--- config.mk ---
export PLATFORM = sky130hd
export DESIGN_NAME = dac_output_stage
export DESIGN_NICKNAME = d
export VERILOG_FILES = /design/src/rtl/dac_output_stage_pkg.sv /design/src/rtl/dac_tick_gen.sv /design/src/rtl/dac_output_stage.sv
export SDC_FILE = /design/constraint.sdc
export NUM_CORES = 1
export LEC_CHECK = 0
export CORE_MARGIN = 3
export CORE_UTILIZATION = 56
export DETAILED_ROUTE_END_ITERATION = 16
export PLACE_DENSITY = 0.84
export SLEW_MARGIN = 20
export SYNTH_ARGS = -nofsm -noshare
export SYNTH_HDL_FRONTEND = slang
export SYNTH_HIERARCHICAL = 1
export SYNTH_SLANG_ARGS = --single-unit
--- constraint.sdc ---
create_clock -name i_clk -period 2.2 [get_ports i_clk]
set_input_delay 0.44 -clock i_clk [delete_from_list [all_inputs] [get_ports i_clk]]
set_output_delay 0.44 -clock i_clk [all_outputs]
set_load 0.02 [all_outputs]
--- src/rtl/dac_output_stage_pkg.sv ---
// dac_output_stage_pkg
//   Shared definitions for the DAC output stage: default data widths,
//   the offset-binary midscale code for the default DAC width, and a
//   generic signed saturation helper used by the output stage.
//   No ports (package).

package dac_output_stage_pkg;

  // Default widths of the mixer sample and the DAC word.
  localparam int DAC_IN_W  = 24;
  localparam int DAC_OUT_W = 16;

  // Offset-binary code for 0 V at the default DAC width.
  localparam logic [DAC_OUT_W-1:0] DAC_MIDSCALE = 16'h8000;

  // Clamp a signed value to the two's-complement range of a w-bit word.
  // Works on a 64-bit carrier so one function serves any width up to 64.
  function automatic logic signed [63:0] dac_saturate(
    input logic signed [63:0] value,
    input int unsigned        w
  );
    logic signed [63:0] hi;
    logic signed [63:0] lo;
    hi = (64'sd1 <<< (w - 1)) - 64'sd1;
    lo = -(64'sd1 <<< (w - 1));
    if (value > hi) begin
      return hi;
    end else if (value < lo) begin
      return lo;
    end
    return value;
  endfunction

endpackage

--- src/rtl/dac_tick_gen.sv ---
// dac_tick_gen
//   Free-running divider that sets the DAC update rate. The counter runs
//   0..TICK_DIV-1 and wraps; o_tick is high for the single cycle in which
//   the counter sits at its terminal value.
// Ports:
//   i_clk    in   system clock
//   i_reset  in   asynchronous active-low reset (counter returns to 0)
//   o_tick   out  one-cycle update strobe, once every TICK_DIV clocks

module dac_tick_gen #(
  parameter int TICK_DIV = 1024
) (
  input  logic i_clk,
  input  logic i_reset,
  output logic o_tick
);

  localparam int CNT_W = (TICK_DIV > 2) ? $clog2(TICK_DIV) : 1;
  localparam logic [CNT_W-1:0] TERM = CNT_W'(TICK_DIV - 1);

  logic [CNT_W-1:0] count;

  always_ff @(posedge i_clk or negedge i_reset) begin
    if (!i_reset) begin
      count <= '0;
    end else if (count == TERM) begin
      count <= '0;
    end else begin
      count <= count + CNT_W'(1);
    end
  end

  assign o_tick = (count == TERM);

endmodule

--- src/rtl/dac_output_stage.sv ---
// dac_output_stage
//   Paced, buffered output path between the voice mixer and the parallel
//   audio DAC. Samples arrive over a valid/ready handshake into a one-entry
//   holding register. On each divider tick the held sample is shifted by
//   BASE_SHIFT + i_gain_shift into stage 1; stage 2 saturates it to the DAC
//   width, converts to offset binary (or forces midscale when muted) and
//   reports clipping. A tick with nothing held repeats the last sample and
//   pulses o_underrun.
//
// Optional build macro:
//   DAC_DITHER_EN  adds a 16-bit Galois LFSR (x^16+x^14+x^13+x^11+1, seed
//                  0xACE1) whose low s bits are added before the shift for
//                  stochastic rounding. Undefined: pure truncation.
//
// Ports:
//   i_clk           in   system clock
//   i_reset         in   asynchronous active-low reset
//   i_sample        in   signed mixed sample (IN_W)
//   i_sample_valid  in   i_sample is valid
//   o_sample_ready  out  stage accepts a sample this cycle
//   i_gain_shift    in   extra right shift 0..7, sampled at the tick
//   i_mute          in   forces the DAC word to midscale, no clip reporting
//   i_clip_clear    in   zeroes o_clip_count
//   o_dac_out       out  offset-binary DAC word (OUT_W)
//   o_dac_load      out  one-cycle pulse when o_dac_out is updated
//   o_clip          out  held high for CLIP_HOLD clocks after the last clip
//   o_clip_count    out  saturating count of clipped samples
//   o_underrun      out  one-cycle pulse after a tick with no sample held

module dac_output_stage
  import dac_output_stage_pkg::*;
#(
  parameter int IN_W       = DAC_IN_W,
  parameter int OUT_W      = DAC_OUT_W,
  parameter int BASE_SHIFT = 3,
  parameter int TICK_DIV   = 1024,
  parameter int CLIP_HOLD  = 4096
) (
  input  logic              i_clk,
  input  logic              i_reset,
  input  logic [IN_W-1:0]   i_sample,
  input  logic              i_sample_valid,
  output logic              o_sample_ready,
  input  logic [2:0]        i_gain_shift,
  input  logic              i_mute,
  input  logic              i_clip_clear,
  output logic [OUT_W-1:0]  o_dac_out,
  output logic              o_dac_load,
  output logic              o_clip,
  output logic [15:0]       o_clip_count,
  output logic              o_underrun
);

  localparam int SH_W   = $clog2(IN_W);
  localparam int HOLD_W = $clog2(CLIP_HOLD + 1);
  localparam logic [OUT_W-1:0]  MIDSCALE = {1'b1, {(OUT_W - 1){1'b0}}};
  localparam logic [HOLD_W-1:0] HOLD_RELOAD = HOLD_W'(CLIP_HOLD);

  // ---------------------------------------------------------------------
  // Update pacing
  // ---------------------------------------------------------------------
  logic tick;

  dac_tick_gen #(
    .TICK_DIV (TICK_DIV)
  ) u_tick_gen (
    .i_clk   (i_clk),
    .i_reset (i_reset),
    .o_tick  (tick)
  );

  // ---------------------------------------------------------------------
  // Holding register and handshake
  // ---------------------------------------------------------------------
  logic                   pending;
  logic signed [IN_W-1:0] held;
  logic                   handshake;

  // The tick frees the holding register in the same cycle, so a new sample
  // can be accepted while the old one moves on.
  assign o_sample_ready = !pending || tick;
  assign handshake      = i_sample_valid && o_sample_ready;

  // ---------------------------------------------------------------------
  // Stage 1 input: optional dither, then gain shift
  // ---------------------------------------------------------------------
  logic [SH_W-1:0]        shift_amt;
  logic signed [IN_W-1:0] pre_shift;
  logic signed [IN_W-1:0] shifted;

  assign shift_amt = SH_W'(BASE_SHIFT) + SH_W'(i_gain_shift);

`ifdef DAC_DITHER_EN
  logic [15:0]     lfsr;
  logic [15:0]     lfsr_next;
  logic [IN_W:0]   dither_mask;
  logic [IN_W:0]   dither;
  logic [IN_W:0]   dither_sum;

  // Right-shifting Galois form; 0xB400 places the x^16, x^14, x^13, x^11 taps.
  assign lfsr_next = {1'b0, lfsr[15:1]} ^ (lfsr[0] ? 16'hB400 : 16'h0000);

  always_ff @(posedge i_clk or negedge i_reset) begin
    if (!i_reset) begin
      lfsr <= 16'hACE1;
    end else if (tick) begin
      lfsr <= lfsr_next;
    end
  end

  // Only the bits about to be shifted out receive dither, so the sum
  // rounds up with probability equal to the discarded fraction.
  assign dither_mask = ({{IN_W{1'b0}}, 1'b1} << shift_amt) - {{IN_W{1'b0}}, 1'b1};
  assign dither      = {{(IN_W + 1 - 16){1'b0}}, lfsr} & dither_mask;
  assign dither_sum  = {held[IN_W-1], held} + dither;

  // A non-negative addend can only overflow toward +full-scale.
  always_comb begin
    pre_shift = dither_sum[IN_W-1:0];
    if (dither_sum[IN_W] != dither_sum[IN_W-1]) begin
      pre_shift = {1'b0, {(IN_W - 1){1'b1}}};
    end
  end
`else
  assign pre_shift = held;
`endif

  // Arithmetic shift truncates toward minus infinity.
  assign shifted = pre_shift >>> shift_amt;

  // ---------------------------------------------------------------------
  // Holding register, stage 1 and underrun
  // ---------------------------------------------------------------------
  logic signed [IN_W-1:0] stage1;
  logic                   stage1_valid;

  always_ff @(posedge i_clk or negedge i_reset) begin
    if (!i_reset) begin
      pending      <= 1'b0;
      held         <= '0;
      stage1       <= '0;
      stage1_valid <= 1'b0;
      o_underrun   <= 1'b0;
    end else begin
      stage1_valid <= 1'b0;
      o_underrun   <= 1'b0;
      if (tick) begin
        if (pending) begin
          stage1       <= shifted;
          stage1_valid <= 1'b1;
        end else begin
          // stage1 keeps its value: the last sample repeats on the DAC.
          o_underrun <= 1'b1;
        end
        pending <= handshake;
        if (handshake) begin
          held <= i_sample;
        end
      end else if (handshake) begin
        held    <= i_sample;
        pending <= 1'b1;
      end
    end
  end

  // ---------------------------------------------------------------------
  // Stage 2: saturation, offset binary, mute, clip detection
  // ---------------------------------------------------------------------
  logic signed [63:0] stage1_wide;
  logic signed [63:0] sat_value;
  logic               sat_hit;
  logic [OUT_W-1:0]   dac_word;
  logic               clip_event;

  assign stage1_wide = {{(64 - IN_W){stage1[IN_W-1]}}, stage1};
  assign sat_value   = dac_saturate(stage1_wide, OUT_W);
  assign sat_hit     = (sat_value != stage1_wide);

  // Flipping the sign bit maps two's complement onto offset binary.
  assign dac_word    = {~sat_value[OUT_W-1], sat_value[OUT_W-2:0]};

  // Muting hides the sample entirely, including any clip it would cause.
  assign clip_event  = stage1_valid && !i_mute && sat_hit;

  always_ff @(posedge i_clk or negedge i_reset) begin
    if (!i_reset) begin
      o_dac_out  <= MIDSCALE;
      o_dac_load <= 1'b0;
    end else begin
      o_dac_load <= stage1_valid;
      if (stage1_valid) begin
        o_dac_out <= i_mute ? MIDSCALE : dac_word;
      end
    end
  end

  // ---------------------------------------------------------------------
  // Clip hold timer and clip counter
  // ---------------------------------------------------------------------
  logic [HOLD_W-1:0] clip_hold;

  always_ff @(posedge i_clk or negedge i_reset) begin
    if (!i_reset) begin
      clip_hold <= '0;
    end else if (clip_event) begin
      clip_hold <= HOLD_RELOAD;
    end else if (clip_hold != '0) begin
      clip_hold <= clip_hold - HOLD_W'(1);
    end
  end

  assign o_clip = (clip_hold != '0);

  // A clear that coincides with a clip keeps that clip in the new count.
  always_ff @(posedge i_clk or negedge i_reset) begin
    if (!i_reset) begin
      o_clip_count <= '0;
    end else if (i_clip_clear) begin
      o_clip_count <= clip_event ? 16'd1 : 16'd0;
    end else if (clip_event && (o_clip_count != 16'hFFFF)) begin
      o_clip_count <= o_clip_count + 16'd1;
    end
  end

endmodule

## Word-level counts from Yosys, hierarchy flattened

Index checks and enable logic that the tools add are counted.

- Order comparisons: 2
- Reduce and logical (&&, ||, !) cells: 12
- Add/sub/neg operators: 4
- Shifts and indexed selects: 1
- Multiplexer cells: 18
- Eq/ne operators: 3
- Bitwise gates (word level): 1

Operators by type and width:

| operator | number |
|---|---|
| 64-bit 2-to-1 mux | 3 |
| 64-bit by 24-bit != test with 1-bit output | 1 |
| 16-bit 2-to-1 mux | 3 |
| 13-bit 2-to-1 mux | 2 |
| 24-bit by 16-bit > comparator with 1-bit output, second input constant | 1 |
| 24-bit by 16-bit < comparator with 1-bit output, second input constant | 1 |
| 24-bit by 4-bit >>> shifter with 24-bit output | 1 |
| 16-bit by 1-bit adder with 16-bit output, second input constant | 1 |
| 16-bit != test, second input constant | 1 |
| 13-bit nonzero test | 1 |
| 13-bit by 1-bit subtractor with 13-bit output, second input constant | 1 |
| 10-bit by 1-bit adder with 10-bit output, second input constant | 1 |
| 10-bit == test, second input constant | 1 |
| 10-bit 2-to-1 mux | 1 |
| 1-bit 2-to-1 mux | 9 |
| 2-bit nonzero test | 3 |
| 2-bit by 3-bit adder with 4-bit output, first input constant | 1 |
| 1-bit logical AND | 4 |
| 1-bit zero test | 2 |
| 2-bit AND reduction | 1 |
| 1-bit logical OR | 1 |
| 1-bit inverter | 1 |

- Register bits: 107

## Logic depth before layout (Yosys ltp)

- Word-level depth: 9
- Depth in mapped cells: 12
- Depth with buffers taken out: 9

## Hierarchy

Netlist, hierarchy kept.

Modules (own cells, without submodules):

| module | instances | cells each | sequential area each (sq um) | area an instance (sq um) |
|---|---|---|---|---|
| dac_output_stage | 1 | 502 | 2428.6 | 5312.6 |
| dac_tick_gen | 1 | 42 | 250.2 | 473.0 |

## Worst setup path after synthesis

Ideal clock, no wire load.

- Path type: in2reg
- Start: input i_gain_shift[0]
- End: register stage1[8]
- Data required time: 2.076 ns
- Setup time: 0.124 ns
- Arrival: 2.665 ns
- Cell stages on the path: 10
- Buffers on the path: 3
- Setup slack: -0.589 ns
- Cell sequence: buf_2 buf_4 inv_1 ha_1 xnor2_1 buf_6 mux4_2 mux2i_1 nor2_1 a211o_1

- Cells in the longest elaborated chain, start to end: 2

RTL lines:

| what | RTL line | source |
|---|---|---|
| start, declared | dac_output_stage.sv:44 | `input logic [2:0] i_gain_shift,` |
| 2-bit by 3-bit adder with 4-bit output | dac_output_stage.sv:91 | `assign shift_amt = SH_W'(BASE_SHIFT) + SH_W'(i_gain_shift);` |
| 24-bit by 4-bit >>> shifter with 24-bit output | dac_output_stage.sv:129 | `assign shifted = pre_shift >>> shift_amt;` |
| end signal, assigned | dac_output_stage.sv:149 | `stage1 <= shifted;` |
| end, declared | dac_output_stage.sv:134 | `logic signed [IN_W-1:0] stage1;` |

No other way between the ends.
A chain may end at the register's enable or synchronous reset.

## Worst setup path in the final report

- Start: register u_tick_gen.count[0]
- End: output o_sample_ready

- Cells in the longest elaborated chain, start to end: 2

RTL lines:

| what | RTL line | source |
|---|---|---|
| start, declared | dac_tick_gen.sv:21 | `logic [CNT_W-1:0] count;` |
| start signal, assigned | dac_tick_gen.sv:29 | `count <= count + CNT_W'(1);` |
| 10-bit == test | dac_tick_gen.sv:33 | `assign o_tick = (count == TERM);` |
| net tick | dac_output_stage.sv:62 | `logic tick;` |
| 1-bit logical OR | dac_output_stage.sv:81 | `assign o_sample_ready = !pending \|\| tick;` |
| end, declared | dac_output_stage.sv:43 | `output logic o_sample_ready,` |

The timed path passes the listed nets, and every way through them passes these cells.

==> metrics.txt <==
cells on worst reg2reg path=5; Post-Syn Area=0.00579 mm^2; die span in x=108 um; hold endpoint=o_dac_out[15]; Worst Hold Class=reg -> reg; Critical Path RT=1.76 ns; reg2reg setup slack=0.18 ns; Primary FF master, synth=dfrtp_1; max-slew violation count=0; worst hold stages=1; Final HPWL DP=9.61 mm; root buffer cell=clkbuf_8; multi-input logic area=0.00293 mm^2; Post-Route Utilization=72.0%; max incr delay on CP=0.36 ns; largest family of logic cells by synthesized area=multiplexers; wire length per cell=16.9 um; FF/Latch Area=0.00268 mm^2; drt first pass iters=5; maxcap violations=0; compound-gate portion of the synthesized area=12.3%; Async SR Flop Fraction=100%; busiest grt layer=met2; diode count=0; total power=3.43 mW; Setup violations, final=0; Area growth syn-to-layout=23.4%; fin crit period=2.16 ns; Max transition margin=58.6%; Syn Inst Count=544; Netlist cell types=56; CTS tree=yes; Mean Syn Cell Area=10.6 um^2; all-layer global routing usage=23.7%; number of synthesized flops with an enable pin=0; grt met3 use=4.68%; fillers=673; reg2reg end=o_clip_count[12]; CTS Buf Count=9; FP Rows=36; Syn Nets=580; RSZ-0062 raised after global routing=yes; chip height=108 um; pin count of the biggest net entering global routing=56; Synth Area in Simple Gates=15.5%; Clk pin slew, worst setup/hold paths=0.10 ns; Clk Latency, worst-skew pair=0.37 ns; die area=0.0116 mm^2; CP top delay family=simple AND/OR/NAND/NOR gates; Synth Register Bits=107; mux contribution to synthesized area=18.6%; Layout Nets=676; slowest CP cell=dfrtp_1; Critical R2R Launch=o_clip_count[1]; Tightest Pin Transition=0.620 ns; CP bufs+invs=1; worst-path cell chain=ha_1 > nand2_1 > nor4_4 > nand2b_2 > clkdlybuf4s15_2; min-delay src=stage1[23]; fmax=464 MHz; crit path DAT=1.72 ns; Pleak=3.04 nW; Max VDD drop=0.000307 V; antenna viol nets, final=0; IO Pins=68; Max Clock Skew=0.0101 ns; DR vias=4744; Clock Tree Buf Depth=2; Core ar.=0.00991 mm^2; Buffers on Ports=67; yosys warns=6; # DRC=0; met1 Use GR=32.9%; share of cells above drive strength 1=22.2%; Adder-Cell Fraction of Synth Area=0.865%; vias in the first global route=4590; CP Launch Type=register; met2 global-route usage=37.7%; 1st-iter DRT viols=488; Period Utilization, post-route=98.0%; depth of the CTS H-tree=3; xor/xnor share of the synthesized area=2.27%; Setup TNS=0 ns; first-pass GRT wire length=22.0 mm; sequential area share after synthesis=46.3%; Max FO, Critical Path=3; crit path kind=reg -> out; CP Capture Type=output port; status=complete, no violations; CTS sink cnt=107; Power Dens Cells=481 mW/mm^2; WHS=0.448 ns; vias per cell=6.10; Starting Density=58.4%; gpl congestion=0.916; grt ovf=0; number of antenna violations at the first check in global routing=0; final WL=13.2 mm; Hold Violations, Final=0
## final cells by class
class                           instances  area share, %
Timing Repair Buffer                  116           14.9
Inverter                               26           1.52
Clock inverter                          7          0.876
Tap cell                              133           2.33
Sequential cell                       107           37.6
Clock buffer                            9           1.74
Multi-Input combinational cell        380           41.0
## flip-flops by register name, indices dropped and copies added, names as in the netlist
| register | count |
|---|---|
| clip_hold | 13 |
| held | 24 |
| o_clip_count | 16 |
| o_dac_load | 1 |
| o_dac_out | 16 |
| o_underrun | 1 |
| pending | 1 |
| stage1 | 24 |
| stage1_valid | 1 |
| u_tick_gen/count | 10 |
## cell usage in the layout, fill, tap and decap left out, types with 11 or more instances in the layout
cell type,synthesis,final
mux4_2,26,26
or4_1,11,11
nor2_1,51,51
o21ai_0,19,15
mux2_2,30,30
a21oi_1,23,23
dfrtp_1,106,103
nand3_1,14,14
nand2_1,56,56
clkdlybuf4s50_1,0,62
o31ai_1,12,12
o22ai_1,15,15
inv_1,25,23
buf_4,2,45
mux2i_1,15,13
## synth_stat cells (3+ instances only)
master	n	share of area, %
o21ai_0	19	1.6
mux4_2	26	10
nand2b_1	4	0.43
inv_1	25	1.6
nor2_1	51	3.3
a21o_1	4	0.52
a31oi_1	6	0.65
xnor2_1	6	0.91
o22ai_1	15	1.6
nor4_1	6	0.65
a211oi_1	8	1.0
o221ai_1	5	0.76
a21oi_1	23	2.0
nand2_1	56	3.6
buf_2	11	0.95
o31ai_1	12	1.6
or4_1	11	1.4
nand4_1	6	0.65
or3_1	3	0.32
and3_1	6	0.65
clkbuf_1	16	1.0
nor2b_1	5	0.54
nor3_1	5	0.43
dfrtp_1	106	46
and4_1	3	0.45
mux2i_1	15	2.6
xor2_1	9	1.4
nand3_1	14	1.2
ha_1	4	0.87
mux2_2	30	5.8
## logic make-up after synthesis
kind of cell	Yosys count
muxes	71
DFF	107
and+or+nand+nor	181
adders and majority gates	4
buffers and inverters	57
AOI/OAI and AO/OA	109
xor gates and xnor gates	15
## power breakdown
part | switching [mW] | internal (mW)
combinational | 0.158 | 0.152
sequential | 0.00497 | 1.97
clock | 0.713 | 0.432
## how the worst max path moves through the flow
stage / startpoint / end / slack [ns] / depth (start not counted)
4_1_cts: u_tick_gen/count[1] / o_sample_ready / -0.03 / 5
5_1_grt: u_tick_gen/count[1] / o_sample_ready / -0.07 / 5
3_5_place_dp: i_gain_shift[0] / stage1[18] / -0.57 / 6
2_1_floorplan: i_gain_shift[0] / stage1[8] / -0.09 / 10
6_report: u_tick_gen/count[0] / o_sample_ready / 0.04 / 5
3_3_place_gp: i_gain_shift[0] / stage1[18] / -0.48 / 6
## per-stage QoR
step / setup WS [ns] / area (um^2) / instances
2_1_floorplan: -0.0874 / 5880 / 544
3_3_place_gp: -0.481 / 6890 / 759
3_5_place_dp: -0.570 / 6890 / 759
4_1_cts: -0.0288 / 7110 / 776
5_1_grt: -0.0722 / 7140 / 778
6_report: 0.0448 / 7140 / 778
## routing by layer
layer,share of wire [%],wire [um],up-vias
met1,44,5780,2321
li1,-,-,2194
met5,0,0,-
met3,6.8,893,22
met4,1.5,199,0
met2,48,6290,207
## timing repair
action	in CTS	in global routing
hold endpoints to repair	21	0
buffers inserted	0	2
pin swaps	1	1
hold buffers	1	0
endpoints found under the setup margin	22	9
resized for setup	13	8
Power figures use the tool's default switching activity.
